[config.mk]
export PLATFORM = sky130hd
export DESIGN_NAME = keypad_matrix_scanner
export DESIGN_NICKNAME = d
export VERILOG_FILES = /design/src/rtl/keypad_matrix_scanner.sv
export SDC_FILE = /design/constraint.sdc
export NUM_CORES = 1
export LEC_CHECK = 0
export BUFFER_PORTS_ARGS = -buffer_cell sky130_fd_sc_hd__buf_2
export CAP_MARGIN = 0
export CORE_MARGIN = 1
export CORE_UTILIZATION = 58
export CTS_BUF_LIST = sky130_fd_sc_hd__clkbuf_4 sky130_fd_sc_hd__clkbuf_8 sky130_fd_sc_hd__clkbuf_16
export CTS_CLUSTER_SIZE = 30
export DETAILED_ROUTE_END_ITERATION = 12
export PLACE_DENSITY = 0.83
export SYNTH_ARGS = -nofsm -noshare
export SYNTH_HDL_FRONTEND = slang
export SYNTH_SLANG_ARGS = --single-unit
[constraint.sdc]
create_clock -name clk -period 24.1 [get_ports clk]
set_clock_uncertainty 0.2 [all_clocks]
set_input_delay 1.205 -clock clk [delete_from_list [all_inputs] [get_ports clk]]
set_output_delay 1.205 -clock clk [all_outputs]
set_load 0.05 [all_outputs]
[src/rtl/keypad_matrix_scanner.sv]
`default_nettype none
// ============================================================================
// Module      : keypad_matrix_scanner
// Description : Row-scanning matrix keypad controller. Drives NUM_ROWS
//               active-low rows one at a time, samples NUM_COLS active-low
//               columns through a 2-FF synchroniser, assembles whole scan
//               frames and debounces press/release over DEBOUNCE frames.
// Ports       : clk         - system clock
//               reset       - synchronous active-high reset
//               keypadCol   - column inputs, 0 = key closed on driven row
//               keypadRow   - row drive, one bit low at a time
//               key_code    - row*NUM_COLS+col of the accepted key (held)
//               key_valid   - 1-cycle pulse on accepted press
//               key_release - 1-cycle pulse on accepted release
//               key_held    - high from key_valid until key_release
//               multi_key   - last frame contained more than one closed key
// Revision    : 1.0 - initial release
// ============================================================================
module keypad_matrix_scanner #(
  parameter int NUM_ROWS = 4,
  parameter int NUM_COLS = 4,
  parameter int SCAN_DIV = 25000,
  parameter int DEBOUNCE = 4,
  localparam int CODE_W  = $clog2(NUM_ROWS * NUM_COLS)
) (
  input  logic                clk,
  input  logic                reset,
  input  logic [NUM_COLS-1:0] keypadCol,
  output logic [NUM_ROWS-1:0] keypadRow,
  output logic [CODE_W-1:0]   key_code,
  output logic                key_valid,
  output logic                key_release,
  output logic                key_held,
  output logic                multi_key
);

  localparam int ROW_W   = $clog2(NUM_ROWS);
  localparam int PRESC_W = $clog2(SCAN_DIV);
  localparam int CNT_W   = (DEBOUNCE < 2) ? 1 : $clog2(DEBOUNCE + 1);

  localparam logic [PRESC_W-1:0] PRESC_LAST = PRESC_W'(SCAN_DIV - 1);
  localparam logic [ROW_W-1:0]   ROW_LAST   = ROW_W'(NUM_ROWS - 1);
  // The frame that brings cnt from DEBOUNCE-1 to DEBOUNCE is the deciding one.
  localparam logic [CNT_W-1:0]   CNT_LAST   = CNT_W'(DEBOUNCE - 1);
  localparam logic [CNT_W-1:0]   CNT_ONE    = CNT_W'(1);

  localparam logic [1:0] S_IDLE     = 2'd0;
  localparam logic [1:0] S_DB_PRESS = 2'd1;
  localparam logic [1:0] S_PRESSED  = 2'd2;
  localparam logic [1:0] S_DB_REL   = 2'd3;

  // Synchroniser and scan timing
  logic [NUM_COLS-1:0] col_meta_q, col_sync_q;
  logic [PRESC_W-1:0]  presc_q, presc_d;
  logic [ROW_W-1:0]    row_q, row_d;
  logic [NUM_ROWS-1:0] row_drv_q;
  // Closed-key map of the frame being assembled (1 = closed)
  logic [NUM_ROWS-1:0][NUM_COLS-1:0] frame_q;

  // Debounce FSM
  logic [1:0]        state_q, state_d;
  logic [CNT_W-1:0]  cnt_q, cnt_d;
  logic [CODE_W-1:0] cand_q, cand_d;

  // Outputs
  logic [CODE_W-1:0] key_code_q;
  logic              valid_q, release_q, held_q, multi_q;

  logic              w_tick, w_fend;
  logic [1:0]        w_nkeys;
  logic [CODE_W-1:0] w_idx;
  logic              w_one, w_multi, w_match_cand, w_match_code;
  logic              w_accept, w_release;

  assign w_tick = (presc_q == PRESC_LAST);
  assign w_fend = w_tick && (row_q == ROW_LAST);

  assign presc_d = w_tick ? '0 : presc_q + PRESC_W'(1);
  assign row_d   = !w_tick ? row_q : ((row_q == ROW_LAST) ? '0 : row_q + ROW_W'(1));

  // Frame classification. The row currently being sampled is taken straight
  // from the synchroniser so the frame-end tick sees the complete frame.
  // w_nkeys saturates at 2, which is all that NONE/ONE/MULTI needs.
  always_comb begin
    w_nkeys = 2'd0;
    w_idx   = '0;
    for (int r = 0; r < NUM_ROWS; r++) begin
      for (int c = 0; c < NUM_COLS; c++) begin
        if ((ROW_W'(r) == row_q) ? !col_sync_q[c] : frame_q[r][c]) begin
          if (w_nkeys == 2'd0) w_idx = CODE_W'(r * NUM_COLS + c);
          if (w_nkeys != 2'd2) w_nkeys = w_nkeys + 2'd1;
        end
      end
    end
  end

  assign w_one        = (w_nkeys == 2'd1);
  assign w_multi      = (w_nkeys == 2'd2);
  assign w_match_cand = w_one && (w_idx == cand_q);
  assign w_match_code = w_one && (w_idx == key_code_q);

  // FSM: state register
  always_ff @(posedge clk) begin
    if (reset) begin
      state_q <= S_IDLE;
      cnt_q   <= '0;
      cand_q  <= '0;
    end else begin
      state_q <= state_d;
      cnt_q   <= cnt_d;
      cand_q  <= cand_d;
    end
  end

  // FSM: next-state logic, evaluated only at frame end
  always_comb begin
    state_d = state_q;
    cnt_d   = cnt_q;
    cand_d  = cand_q;
    if (w_fend) begin
      case (state_q)
        S_IDLE: begin
          if (w_one) begin
            cand_d  = w_idx;
            cnt_d   = CNT_ONE;
            state_d = w_accept ? S_PRESSED : S_DB_PRESS;
          end
        end
        S_DB_PRESS: begin
          if (!w_match_cand)     state_d = S_IDLE;
          else if (w_accept)     state_d = S_PRESSED;
          else if (cnt_q < CNT_LAST) cnt_d = cnt_q + CNT_ONE;
        end
        S_PRESSED: begin
          if (!w_match_code) begin
            cnt_d   = CNT_ONE;
            state_d = w_release ? S_IDLE : S_DB_REL;
          end
        end
        S_DB_REL: begin
          // A returning key resumes PRESSED silently; no second key_valid.
          if (w_match_code)      state_d = S_PRESSED;
          else if (w_release)    state_d = S_IDLE;
          else if (cnt_q < CNT_LAST) cnt_d = cnt_q + CNT_ONE;
        end
        default: state_d = S_IDLE;
      endcase
    end
  end

  // FSM: output decode (press/release decisions on the frame-end tick)
  always_comb begin
    w_accept  = 1'b0;
    w_release = 1'b0;
    if (w_fend) begin
      case (state_q)
        S_IDLE:     w_accept  = w_one && (DEBOUNCE == 1);
        S_DB_PRESS: w_accept  = w_match_cand && (cnt_q >= CNT_LAST);
        S_PRESSED:  w_release = !w_match_code && (DEBOUNCE == 1);
        S_DB_REL:   w_release = !w_match_code && (cnt_q >= CNT_LAST);
        default: begin
          w_accept  = 1'b0;
          w_release = 1'b0;
        end
      endcase
    end
  end

  // Scan datapath and registered outputs
  always_ff @(posedge clk) begin
    if (reset) begin
      col_meta_q <= '1;
      col_sync_q <= '1;
      presc_q    <= '0;
      row_q      <= '0;
      row_drv_q  <= '1;
      frame_q    <= '0;
      key_code_q <= '0;
      valid_q    <= 1'b0;
      release_q  <= 1'b0;
      held_q     <= 1'b0;
      multi_q    <= 1'b0;
    end else begin
      col_meta_q <= keypadCol;
      col_sync_q <= col_meta_q;
      presc_q    <= presc_d;
      row_q      <= row_d;
      row_drv_q  <= ~(NUM_ROWS'(1) << row_d);
      if (w_tick) frame_q[row_q] <= ~col_sync_q;
      if (w_fend) multi_q <= w_multi;
      valid_q   <= w_accept;
      release_q <= w_release;
      if (w_accept) begin
        key_code_q <= w_idx;
        held_q     <= 1'b1;
      end else if (w_release) begin
        held_q     <= 1'b0;
      end
    end
  end

  assign keypadRow   = row_drv_q;
  assign key_code    = key_code_q;
  assign key_valid   = valid_q;
  assign key_release = release_q;
  assign key_held    = held_q;
  assign multi_key   = multi_q;

endmodule
`default_nettype wire

# --- Word level (Yosys, flattened, before mapping) ---
# Cells that the tools add are included.
word_totals:
  reg_bits: 62
  output_inout_bits: 12
  word_cells: 215
classes:
  n_addsub: 18
  magnitude_cmp: 4
  eq_ne: 35
  n_shift: 1
  muxes: 105
  n_bitwise: 2
  n_reduce_logical: 33
op_table:
  columns: ["operator", "count"]
  rows:
  - ["$mux W4", 29]
  - ["$mux W2", 40]
  - ["$ne A2 B2 Y1 const B", 21]
  - ["$logic_not A2 Y1", 17]
  - ["$add A2 B1 Y2 const B", 16]
  - ["$mux W1", 25]
  - ["$mux W3", 7]
  - ["$bwmux W16", 1]
  - ["$add A15 B1 Y15 const B", 1]
  - ["$eq A15 B15 Y1 const B", 1]
  - ["$pmux W3 S4", 1]
  - ["$demux W4 S2", 1]
  - ["$eq A2 B2 Y1 const B", 4]
  - ["$eq A4 B4 Y1", 2]
  - ["$not A4 Y4", 2]
  - ["$pmux W2 S4", 1]
  - ["$reduce_and A7 Y1", 1]
  - ["$logic_and A1 B1 Y1", 6]
  - ["$ne A3 B3 Y1 const B", 2]
  - ["$logic_not A1 Y1", 5]
  - ["$reduce_and A5 Y1", 1]
  - ["$eq A2 B1 Y1 const B", 2]
  - ["$eq A2 B2 Y1 const A", 2]
  - ["$shl A1 B2 Y4 const A", 1]
  - ["9 further kinds", 9]

# --- Logic depth before layout (Yosys ltp) ---
# Gate-level depths: netlist of run 1.
logic_depth:
  word_depth: 57
  mapped_depth: 37
  mapped_depth_nobuf: 34

# --- Worst setup path after synthesis of run 1 ---
# OpenSTA, ideal clock, no wires.
synth_timing:
  kind: "register to register"
  startpoint: "register row_q[0]"
  endpoint: "register cnt_q[2]"
  setup_time_ns: 0.086
  arrival_ns: 7.851
  slack_ns: 15.963
  stages_incl_launch_ff: 34
  synth_period_minus_slack_ns: 8.137
  cell_sequence: "dfxtp_1 inv_1 ha_1 a21o_1 ha_1 nor2_1 a21boi_1 a21oi_1 a22oi_1 a21oi_2 or4_1 and4_4 a311oi_4 nand2_1 xnor2_1 and3_1 o21ai_1 or4b_1 buf_2 a21boi_1 or3_1 a31oi_1 o21ai_1 o21a_1 ha_1 and2_1 a2111oi_2 a41oi_4 xor2_1 a2111oi_1 or3_1 and2_1 or4_1 a221oi_2"
synth_via:
  elab_chain_cells: 56
  elab_cells_between_ends: 147
  classes_between: "add/sub: 15; eq/ne: 28; mux: 81; reduce/logical: 23"
synth_rtl:
  columns: ["item", "line", "rtl"]
  rows:
  - ["from (decl)", "55", "logic [ROW_W-1:0] row_q, row_d;"]
  - ["from (signal assigned)", "187", "row_q <= row_d;"]
  - ["$logic_not A2 Y1", "89", "if ((ROW_W'(r) == row_q) ? !col_sync_q[c] : frame_q[r][c]) begin"]
  - ["$mux W1 (2 in a row)", "89", null]
  - ["$add A2 B1 Y2 / $ne A2 B2 Y1 (equally long branches)", "91", "if (w_nkeys != 2'd2) w_nkeys = w_nkeys + 2'd1;"]
  - ["$mux W2", "91", null]
  - ["$mux W2", "89", null]
  - ["$add A2 B1 Y2 / $ne A2 B2 Y1 (equally long branches)", "91", null]
  - ["$mux W2", "91", null]
  - ["$mux W2", "89", null]
  - ["(+39 left out)", null, null]
  - ["$eq A2 B1 Y1 / $eq A4 B4 Y1 (equally long branches)", "97, 100", null]
  - ["$logic_and A1 B1 Y1", "100", "assign w_match_code = w_one && (w_idx == key_code_q);"]
  - ["$logic_not A1 Y1", "160", "S_DB_REL: w_release = !w_match_code && (cnt_q >= CNT_LAST);"]
  - ["$logic_and A1 B1 Y1", "160", null]
  - ["$mux W1", "156", "case (state_q)"]
  - ["$mux W1", "155", "if (w_fend) begin"]
  - ["$ne A2 B2 Y1 (no line)", null, null]
  - ["$reduce_and A7 Y1 (no line) *", null, null]
  - ["to (signal assigned)", "110", "cnt_q <= cnt_d;"]
  - ["to (decl)", "62", "logic [CNT_W-1:0] cnt_q, cnt_d;"]
# Mark *: on every way between the ends. The rest lies on a longest branch, timed or not.
# A chain may end at the register's enable or synchronous reset.

# --- Final worst setup path of run 1 ---
# Ends and elaborated chain as after synthesis.

==> flow_summary.toml, run 1 <==
[detailed_routing]
routed-via-count = 5290
routedWlPerCell_um = 16.6
drtPass1Iterations = 5
wirelength_um = 13000
vias_per_cell = 6.76
ant_nets = 0
drtIter0Drc = 350
drc = 0

[cts]
cts_setup_buffers = 0
cts_root_buffer = "clkbuf_8"
clkSinkCount = 62
cts_hold_buf = 0
tritoncts = "yes"
cts_buffer_depth = 2
clk_pin_slew_worst_paths_ns = 0.08
cts-resized-gates = 0
clk_latency_ns = 0.34
htree_levels = 3
cts_buffers = 9

[sta]
min_period_ns = 9.55
worst_pin_slew_ns = 1.18
fin_crit_sh_pct = 39.6
drv_slew = 0
finalSetupTns_ns = 0
fmax_ghz = 0.105
rsz0062_at_grt = "false"
setup_viol = 0
slew_headroom_pct = 20.5
hold_viol = 0

[yosys]
synth-async-reset-ratio_pct = 0
synth_seq_cells = 62
synth_edf_count = 0
seq_area_frac_synth_pct = 23.7
syn_nets = 694
synth_warnings = 0
synthesis.area_sq_um = 5230
synth_cell_types = 104
postSynthAreaPerCell_sq_um = 7.78
synth_cells = 673
synth_flop_cell = "dfxtp_1"

[layout]
finalNonFillerCells = 783
utilization_pct = 63.1
area_growth_pct = 5.14
final_cell_mix = "87 x nor2_1, 62 x dfxtp_1, 46 x a21oi_1, 41 x nand2_1, 30 x o21ai_0"
final_nets = 691
antenna_cells = 0
nFillCells = 699
final_common_cell = "nor2_1"
final_layout_size_suffix_gt1_share_pct = 13.9

[placed_design]
numPortBuffers = 17
place_congestion = 0.972
hpwl_um = 9500
dp_cells = 767

[worst_setup_path]
ff2ff_path_depth = 34
start_kind = "register"
worst_path_dominant_cell_family = "compound AO/OA/AOI/OAI gates"
cp_max_fo = 12
required_ns = 24.15
worst_setup_path_end_kind = "register"
crit_path_max_incr_delay_ns = 0.90
r2r-start = "row_q[0]$_SDFF_PP0_"
critical_path_class = "register to register"
cp_data_arrival_time_ns = 9.60
regToRegSetupSlack_ns = 14.55
timing.critical_path.buf_inv = 3
slowest_stage = "nor3_1"
reg2reg_to = "cnt_q[2]$_SDFFE_PP0P_"

[die]
die_area_sq_um = 9410
die_h_um = 97.0
start_util_pct = 60.0
core_sq_um = 8720
die_w_um = 97.0
io_pins = 18
rows = 34

[grt]
grt_max_degree = 44
antenna_found_initial = 0
grt_pass1_wl_um = 22300
grt_overflow = 0
grt_use_total_pct = 27.7
grt_pass1_vias = 4918

[power]
power_density_nw_per_um2 = 44.2
ir_worst_vdd_uv = 52.5
p_leak_uw = 0.00203

[min_path]
min_from = "col_meta_q[2]$_SDFF_PP1_"
hold_depth = 1
hold_end = "col_sync_q[2]$_SDFF_PP1_"
min_path_type = "register to register"

[status]
status = "completed"

[job]
drv_cap = 0
==> metal layers <==
metal	GRT usage, %	up-vias	share of wire [%]
li1	-	2531	-
met1	34.9	2469	43
met2	47.8	243	48
met3	2.89	47	6.2
met4	11.7	0	2.4
met5	0	-	0
==> layout make-up <==
type                    count  area [sq um]  share of cell area (%)
clock inverters             7          80.1                    1.46
clock buffers               9           124                    2.25
flip-flops and latches     62          1240                    22.6
multi-input cells         564          3780                    68.6
inverters                  16          60.1                    1.09
repair buffers             17          85.1                    1.55
well taps                 108           135                    2.46
==> metrics by stage <==
| stage | total power, uW | cell area (sq um) | hold slack [ns] | setup WS (ns) |
|---|---|---|---|---|
| finish | 243 | 5500 | 0.210 | 14.55 |
| global route | 253 | 5500 | 0.234 | 13.82 |
| CTS | 243 | 5500 | 0.211 | 14.74 |
| detailed placement | 151 | 5300 | 0.192 | 14.78 |
| global placement | 150 | 5300 | 0.191 | 15.20 |
| floorplan | 144 | 5230 | 0.189 | 15.96 |
==> worst reg2reg max path: cells and delay by family, from the launching register on <==
family | cells | cell delay, ns
compound gates | 17 | 3.90
simple gates | 10 | 3.61
fa+ha+maj | 3 | 0.75
flops | 1 | 0.48
buf+inv | 3 | 0.31
xor+xnor | 1 | 0.23
==> kinds of logic (layout without fill, tap and decap cells) <==
kind of cell | after synthesis | in the layout | synth area share (%)
adder cells (fa/ha/maj) | 15 | 15 | 3.59
AND/OR/NAND/NOR | 281 | 281 | 28.8
flip-flops | 62 | 62 | 23.7
XOR/XNOR | 27 | 27 | 4.66
buffers and inverters | 47 | 49 | 4.11
AO/OA/AOI/OAI | 231 | 231 | 33.2
multiplexers | 10 | 10 | 1.96
==> cell usage after synthesis, drive strengths merged (4+ instances only) <==
library cell | count | area [sq um]
a211oi | 24 | 180
a21o | 16 | 120
a21oi | 50 | 273
a221oi | 6 | 88.8
a22oi | 7 | 57.6
a31oi | 7 | 43.8
and2 | 17 | 110
and3 | 13 | 81.3
buf | 13 | 87.6
clkbuf | 18 | 67.6
dfxtp | 62 | 1240
ha | 15 | 188
inv | 16 | 60.1
mux2i | 8 | 80.1
nand2 | 43 | 166
nand2b | 5 | 31.3
nand3 | 24 | 120
nand4 | 5 | 31.3
nor2 | 90 | 350
nor2b | 5 | 33.8
nor3 | 24 | 135
nor4 | 9 | 92.6
o211ai | 16 | 130
o21a | 4 | 31.3
o21ai | 43 | 234
o22ai | 7 | 43.8
or2 | 13 | 81.3
or3 | 8 | 50.1
or4 | 5 | 45.0
xnor2 | 11 | 96.3
xor2 | 16 | 148
==> sequential cells by signal, summed over array words and instances (netlist names) <==
| signal | flops |
|---|---|
| col_sync_q | 4 |
| key_code | 4 |
| cnt_q | 3 |
| row_q | 2 |
| multi_key | 1 |
| presc_q | 15 |
| key_valid | 1 |
| state_q | 2 |
| keypadRow | 4 |
| key_release | 1 |
| frame_q | 16 |
| cand_q | 4 |
| key_held | 1 |
| col_meta_q | 4 |
==> report_power, final <==
group | internal, uW | switching (uW) | total [uW]
combinational | 16.5 | 29.0 | 45.5
clock | 48.9 | 43.7 | 92.6
sequential | 104 | 1.66 | 105
total | 169 | 74.4 | 243
==> how the worst max path moves through the flow <==
stage / slack, ns / from / end / depth (start not counted)
after CTS: 14.74 / row_q[0]$_SDFF_PP0_ / cnt_q[2]$_SDFFE_PP0P_ / 34
final: 14.55 / row_q[0]$_SDFF_PP0_ / cnt_q[2]$_SDFFE_PP0P_ / 34
after detailed placement: 14.78 / row_q[0]$_SDFF_PP0_ / cnt_q[2]$_SDFFE_PP0P_ / 34
after floorplan: 15.96 / row_q[0]$_SDFF_PP0_ / cnt_q[2]$_SDFFE_PP0P_ / 33
after global placement: 15.20 / row_q[0]$_SDFF_PP0_ / cnt_q[2]$_SDFFE_PP0P_ / 31
after global routing: 13.82 / row_q[0]$_SDFF_PP0_ / cnt_q[0]$_SDFFE_PP0P_ / 34
No activity file was read; power rests on OpenSTA's default activity.
==> run 2: changes to the inputs <==
clock period = 9.2 ns   (was 24.1 ns; I/O delays follow)
==> run 2 against run 1 <==
Net effect:
- clock power grew to 2.9 times the previous value
- clock-buffer cell count is the same
- non-clock buffer count grew 3
- maximum frequency grew 8.2%
- sequential power grew to 2.6 times the previous value
- via count shrank 0.25%
- critical path type unchanged
- largest cell class unchanged
- largest power group unchanged
- highest routed layer unchanged
==> flow_summary.toml, run 2 (synthesis results as in run 1) <==
[layout]
final_cell_area_sq_um = 5680
antenna_cells = 0
top_register = "frame_q"
regArea_sq_um = 1240
final_cell_mix = "86 x nor2_1, 61 x dfxtp_1, 45 x a21oi_1, 41 x nand2_1, 30 x o21ai_0"
final_layout_size_suffix_gt1_share_pct = 17.1
area_growth_pct = 8.46
multiInputGateArea_sq_um = 3900
final_nets = 694
largestRegisters = "frame_q x16, presc_q x15"
final_common_cell = "nor2_1"
largest_reg_flops = 16
nFillCells = 691

[sta]
worst_pin_slew_ns = 1.08
fmax_ghz = 0.113
fin_crit_sh_pct = 95.9
finalSetupTns_ns = 0
setup_viol = 0
min_period_ns = 8.83
slew_headroom_pct = 27.8
drv_slew = 0
hold_viol = 0

[power]
ir_worst_vdd_uv = 144
p_total_uw = 675
p_leak_uw = 0.00209
power_density_nw_per_um2 = 119

[placed_design]
place_congestion = 0.942
numPortBuffers = 17
dpl_cell_area_sq_um = 5320
hpwl_um = 9520

[cts]
clk_pin_slew_worst_paths_ns = 0.08
clkSinkCount = 62
cts_buffer_depth = 2
clk_latency_ns = 0.35
htree_levels = 3
cts_root_buffer = "clkbuf_8"
cts_buffers = 9
tritoncts = "yes"
cts_setup_buffers = 0

[grt]
grt_use_total_pct = 27.5
grt_pass1_wl_um = 22100
grt_overflow = 0
antenna_found_initial = 0
grt_max_degree = 44
grt_pass1_vias = 4896

[worst_setup_path]
reg2reg_to = "cnt_q[2]$_SDFFE_PP0P_"
start_kind = "register"
crit_top_cell = "ha_1"
crit_path_max_incr_delay_ns = 0.55
slowest_stage = "or4b_4"
cp_max_fo = 9
worst_setup_path_end_kind = "register"
critical_path_class = "register to register"
r2r-start = "row_q[0]$_SDFF_PP0_"
ff2ff_path_depth = 32
cp_data_arrival_time_ns = 8.89
regToRegSetupSlack_ns = 0.37
required_ns = 9.26

[min_path]
hold_depth = 2
min_from = "keypadCol[3]"
min_path_type = "input pin to register"
hold_end = "col_meta_q[3]$_SDFF_PP1_"

[detailed_routing]
met1_length_um = 5850
drtPass1Iterations = 7
drtIter0Drc = 341
drc = 0
routedWlPerCell_um = 17.0
wl_met2_um = 6500
vias_per_cell = 6.71
routed-via-count = 5277
ant_nets = 0
wirelength_um = 13400
maxUsedRoutingLayer = "met4"
wl_met3_um = 751

[die]
start_util_pct = 60.0
die_w_um = 97.0
core_sq_um = 8720
die_area_sq_um = 9410
rows = 34
die_h_um = 97.0
io_pins = 18

[job]
drv_cap = 0

[status]
status = "completed"
## run 2: cell types whose count changed in the layout (fill, tap and decap cells not counted), sizes merged
cell      delta
bufinv       +1
clkinvlp     -2
clkinv       +1
buf          +3
## run 2: cell type report
cell class	count	share of cell area [%]
Inverter	16	1.06
Timing Repair Buffer	20	1.90
Sequential cell	62	21.9
Clock inverter	7	1.83
Tap cell	108	2.38
Clock buffer	9	2.18
Multi-Input combinational cell	564	68.8
## run 2: power by group
group	switching, uW	internal (uW)
logic	80.7	46.9
registers	3.13	271
clock network	117	156
## run 2: routing by layer
layer	track usage [%]	vias up
met5	0	-
met4	9.41	0
met3	4.19	29
met2	46.6	211
met1	35.6	2510
li1	-	2527
## run 2: timing repair
item,in CTS,in global routing
resized for setup,0,25
setup endpoints to repair,0,11
hold buffers,0,0
## run 2: worst max-delay path: cells and delay by family, from the launching register on
family,cells,cell delay (ns)
and+or+nand+nor,13,3.97
AOI/OAI and AO/OA,12,2.47
adders and majority gates,3,0.87
xor gates and xnor gates,3,0.70
DFF,1,0.41
buffers and inverters,1,0.11
## run 2: worst max-delay path by stage
stage                        start               endpoint  slack [ns]  cells after the start
2_1_floorplan  row_q[0]$_SDFF_PP0_  cnt_q[2]$_SDFFE_PP0P_        1.06                     33
3_3_place_gp   row_q[0]$_SDFF_PP0_  cnt_q[2]$_SDFFE_PP0P_        0.49                     32
3_5_place_dp   row_q[0]$_SDFF_PP0_  cnt_q[2]$_SDFFE_PP0P_        0.17                     32
4_1_cts        row_q[0]$_SDFF_PP0_  cnt_q[0]$_SDFFE_PP0P_         0.1                     32
5_1_grt        row_q[1]$_SDFF_PP0_  cnt_q[2]$_SDFFE_PP0P_        -0.1                     32
6_report       row_q[0]$_SDFF_PP0_  cnt_q[2]$_SDFFE_PP0P_        0.37                     32
## run 2: through the flow
step                      instances  hold slack, ns  utilization (%)  setup WS (ns)
after CTS                       786          0.0693             63.6         0.0991
after detailed placement        770           0.197             61.0          0.172
after global placement          770           0.192             61.0          0.487
final                           786          0.0834             65.1          0.373
after floorplan                 673           0.189                -           1.06
after global routing            786          0.0694             65.1        -0.0997
